## src/rtl/fifo_nibble_packer.sv

```systemverilog
// Pops 4-bit nibbles from a synchronous FIFO and packs NIBBLES of them LSB-first
// into one output word, presented on a valid/ready handshake; flush emits a zero-padded partial word.
module fifo_nibble_packer #(
    parameter int NIBBLES = 4,
    parameter int CW      = 4
) (
    input  logic                 clk,
    input  logic                 rst,
    input  logic                 fifo_empty,
    input  logic [3:0]           fifo_dout,
    output logic                 fifo_rd_en,
    input  logic                 flush,
    input  logic                 out_ready,
    output logic                 out_valid,
    output logic [4*NIBBLES-1:0] out_data,
    output logic [CW-1:0]        out_nib_cnt
);
    localparam int              W        = 4 * NIBBLES;
    localparam logic [CW-1:0]   FULL_CNT = CW'(NIBBLES);
    localparam logic [CW:0]     FULL_EXT = (CW+1)'(NIBBLES);

    typedef enum logic {
        FILL = 1'b0,
        HOLD = 1'b1
    } state_t;

    state_t         state_q, state_d;
    logic [CW-1:0]  cnt_q, cnt_d, cnt_inc;
    logic [CW:0]    fill_level;
    logic           pending_q;
    logic           flush_req_q, flush_req_d;
    logic [W-1:0]   acc_q, acc_d;
    logic [W-1:0]   data_q, data_d;
    logic [CW-1:0]  nib_cnt_q, nib_cnt_d;
    logic           valid_q, valid_d;

    // Clears every nibble slot at or above n so a partial word carries zero padding.
    function automatic logic [W-1:0] pad_word(input logic [W-1:0] word, input logic [CW-1:0] n);
        logic [W-1:0] res;
        res = word;
        for (int k = 0; k < NIBBLES; k++) begin
            if (CW'(k) >= n) res[4*k +: 4] = 4'h0;
        end
        return res;
    endfunction

    // A pop already in flight counts against the word so the last slot is never overrun.
    assign fill_level = {1'b0, cnt_q} + {{CW{1'b0}}, pending_q};
    assign cnt_inc    = cnt_q + 1'b1;
    assign fifo_rd_en = !rst && (state_q == FILL) && !fifo_empty && !flush_req_q
                        && (fill_level < FULL_EXT);

    always_comb begin
        state_d     = state_q;
        cnt_d       = cnt_q;
        acc_d       = acc_q;
        data_d      = data_q;
        nib_cnt_d   = nib_cnt_q;
        valid_d     = valid_q;
        flush_req_d = flush_req_q | flush;
        case (state_q)
            FILL: begin
                if (pending_q) begin
                    for (int k = 0; k < NIBBLES; k++) begin
                        if (CW'(k) == cnt_q) acc_d[4*k +: 4] = fifo_dout;
                    end
                    if (cnt_inc == FULL_CNT) begin
                        data_d    = acc_d;
                        nib_cnt_d = FULL_CNT;
                        valid_d   = 1'b1;
                        state_d   = HOLD;
                        cnt_d     = '0;
                    end else begin
                        cnt_d = cnt_inc;
                    end
                end else if (flush_req_q) begin
                    // No pop in flight: the flush can be served now.
                    flush_req_d = flush;
                    if (cnt_q != '0) begin
                        data_d    = pad_word(acc_q, cnt_q);
                        nib_cnt_d = cnt_q;
                        valid_d   = 1'b1;
                        state_d   = HOLD;
                        cnt_d     = '0;
                    end
                end
            end
            HOLD: begin
                if (out_ready) begin
                    valid_d = 1'b0;
                    state_d = FILL;
                end
            end
            default: state_d = FILL;
        endcase
    end

    always_ff @(posedge clk) begin
        if (rst) begin
            state_q     <= FILL;
            cnt_q       <= '0;
            pending_q   <= 1'b0;
            flush_req_q <= 1'b0;
            valid_q     <= 1'b0;
            data_q      <= '0;
            nib_cnt_q   <= '0;
        end else begin
            state_q     <= state_d;
            cnt_q       <= cnt_d;
            pending_q   <= fifo_rd_en;
            flush_req_q <= flush_req_d;
            valid_q     <= valid_d;
            data_q      <= data_d;
            nib_cnt_q   <= nib_cnt_d;
        end
    end

    // Slot accumulator; unused slots are masked on output, so no reset is needed.
    always_ff @(posedge clk) begin
        acc_q <= acc_d;
    end

    assign out_valid   = valid_q;
    assign out_data    = data_q;
    assign out_nib_cnt = nib_cnt_q;

endmodule

```

## config.mk

```make
export PLATFORM = sky130hd
export DESIGN_NAME = fifo_nibble_packer
export DESIGN_NICKNAME = d
export VERILOG_FILES = /design/src/rtl/fifo_nibble_packer.sv
export SDC_FILE = /design/constraint.sdc
export NUM_CORES = 1
export LEC_CHECK = 0
export CAP_MARGIN = 25
export CORE_MARGIN = 10
export CORE_UTILIZATION = 45
export DETAILED_ROUTE_END_ITERATION = 7
export PLACE_DENSITY = 0.68
export SLEW_MARGIN = 0
export SYNTH_ARGS = -nofsm -noshare
export SYNTH_HDL_FRONTEND = slang
export SYNTH_SLANG_ARGS = --single-unit
```

## constraint.sdc

```tcl
create_clock -name clk -period 4.1 [get_ports clk]
set_input_delay 0.82 -clock clk [delete_from_list [all_inputs] [get_ports clk]]
set_output_delay 0.82 -clock clk [all_outputs]
set_load 0.05 [all_outputs]
```

==> flow_summary.json <==
{
  "hold_buffers": 0,
  "clk_pin_slew_ns": 0.08,
  "hold_viol": 0,
  "drt_iter0_drc": 97,
  "clock-skew-final_ns": 0.00425,
  "numCtsBuffers": 5,
  "crit_start": "rst",
  "cts_resized": 0,
  "synthesis.area_um2": 2120,
  "die_w_um": 88.6,
  "stdcell_area_um2": 2540,
  "grt_setup_unrepaired": "false",
  "clock_sinks": 44,
  "layout_commonest_cell": "nor2_1",
  "hpwl_mm": 3.24,
  "yosysUniqueCellTypes": 37,
  "path_max_fanout": 2,
  "period_share": 0.789,
  "grt_start_max_net_pins": 28,
  "firstDrtPassIters": 4,
  "synth_edf_count": 16,
  "worstSkewPairLatency_ns": 0.29,
  "ir_drop_mv": 0.197,
  "fin_total_pwr_mw": 1.04,
  "port_buffers": 30,
  "grt_pass1_vias": 1531,
  "vias": 1693,
  "leakage_nw": 0.912,
  "fmax_ghz": 0.309,
  "maxSlewViolCount": 0,
  "routed_via_density": 5.64,
  "ioPinCount": 31,
  "synth_ff_type": "dfxtp_1",
  "endpoint_kind": "primary output",
  "rows": 24,
  "worst_slack_ns": 0.865,
  "place.gp.congestion": 0.740,
  "synth_cells": 225,
  "pre_cts_slack_ns": 0.900,
  "critPathKind": "in2out",
  "clockBufferDepth": 2,
  "hold_slack_ns": 0.494,
  "postLayoutCoreUtil": 0.573,
  "syn_nets": 237,
  "cts_root_buffer": "clkbuf_8",
  "area_growth_pct": 20.2,
  "synth_seq_area_share": 0.492,
  "worst_pin_slew_ns": 0.876,
  "place_area_um2": 2420,
  "syn_avg_cell_area_um2": 9.41,
  "critPathArrivalTime_ns": 2.42,
  "powerDensity_nw_per_um2": 410,
  "ys_warn_count": 0,
  "final_cell_count_no_fill": 300,
  "critPathRequiredTime_ns": 3.28,
  "dpl.cell_count": 292,
  "num_antenna_cells": 0,
  "layout.nets": 259,
  "die_h_um": 88.6,
  "grt_use_total": 0.122,
  "ys_ff_latch": 44,
  "grt_pass1_wl_mm": 7.53,
  "n_fill_cell": 432,
  "drc_errors": 0,
  "reg2reg_from": "cnt_q[0]",
  "period_minus_slack_ns": 3.24,
  "slew_headroom": 0.415,
  "dieArea_um2": 7850,
  "fp.coreArea_um2": 4440,
  "post_cts_buffers": 0,
  "maxCapViolations": 0,
  "htreeDepth": 2,
  "hold_path_class": "reg2reg",
  "setup_viol": 0,
  "outcome": "completed",
  "cts_tree": "yes",
  "start_kind": "primary input",
  "drive_gt1_frac": 0.105,
  "final_cell_mix": "nor2_1 (32), clkdlybuf4s50_1 (29), dfxtp_1 (28)",
  "worstHoldStart": "out_data[0]",
  "ant_nets": 0,
  "routedWlPerCell_um": 15.5,
  "totalWireLength_mm": 4.66,
  "start_util": 0.476,
  "antenna_found_initial": 0,
  "grt_remaining_overflow": 0,
  "finalSetupTns_ns": 0,
  "synthArstFlopShare": 0
}
## worst paths after layout
| kind | to | cells past startpoint | slack, ns |
|---|---|---|---|
| max reg2reg | out_data[7] | 6 | 1.21 |
| min | out_data[0] | 2 | 0.49 |
| max | fifo_rd_en | 4 | 0.86 |
| min reg2reg | out_data[0] | 2 | 0.49 |
## report_power, final
group | internal, mW | switching [mW]
Clock | 0.215 | 0.144
Sequential | 0.481 | 0.0214
Combinational | 0.0693 | 0.114
## registers in the layout, summed over array words and instances, names as in the netlist
name         count
acc_q           16
out_data        16
cnt_q            4
out_nib_cnt      4
flush_req_q      1
out_valid        1
pending_q        1
state_q          1
## per-layer routing
metal | vias to the layer above | share of wire | GRT usage
met3 | 4 | 0.065 | 0.0294
met1 | 801 | 0.44 | 0.156
met4 | 0 | 0.0084 | 0.0441
met2 | 37 | 0.48 | 0.194
met5 | - | 0 | 0
li1 | 851 | - | -
## layout make-up
type / instances / area, um2 / area share
sequential: 44 / 1040 / 0.409
timing repair buffer: 32 / 325 / 0.128
multi-input combinational: 151 / 938 / 0.369
clock buffer: 7 / 96.3 / 0.0379
tap: 52 / 65.1 / 0.0256
inverter: 13 / 48.8 / 0.0192
clock inverter: 1 / 30.0 / 0.0118
## cells in the mapped netlist (6+ instances only)
library cell   n  share of area
nor2_1        32          0.057
dfxtp_1       28           0.26
nand2_1       19          0.034
edfxtp_1      16           0.23
inv_1         13          0.023
o21ai_0       13          0.031
clkbuf_1      12          0.021
a22oi_1       11          0.039
a211oi_1       8          0.028
nor3_1         8          0.019
a21oi_1        6          0.014
mux2_2         6          0.032
## critical path: stages
cell	delay, ns
clkdlybuf4s50_1	0.43
or4_1	0.51
a311oi_1	0.45
buf_12	0.21
## kinds of logic (layout without fill, tap and decap cells)
group	count (synthesis)	in the layout	synth area share
flip-flops	44	44	0.492
multiplexers	6	6	0.0319
buffers and inverters	30	53	0.0650
adder cells (fa/ha/maj)	3	3	0.0177
AND/OR/NAND/NOR	80	80	0.177
AO/OA/AOI/OAI	62	62	0.216
Power figures use the tool's default switching activity.
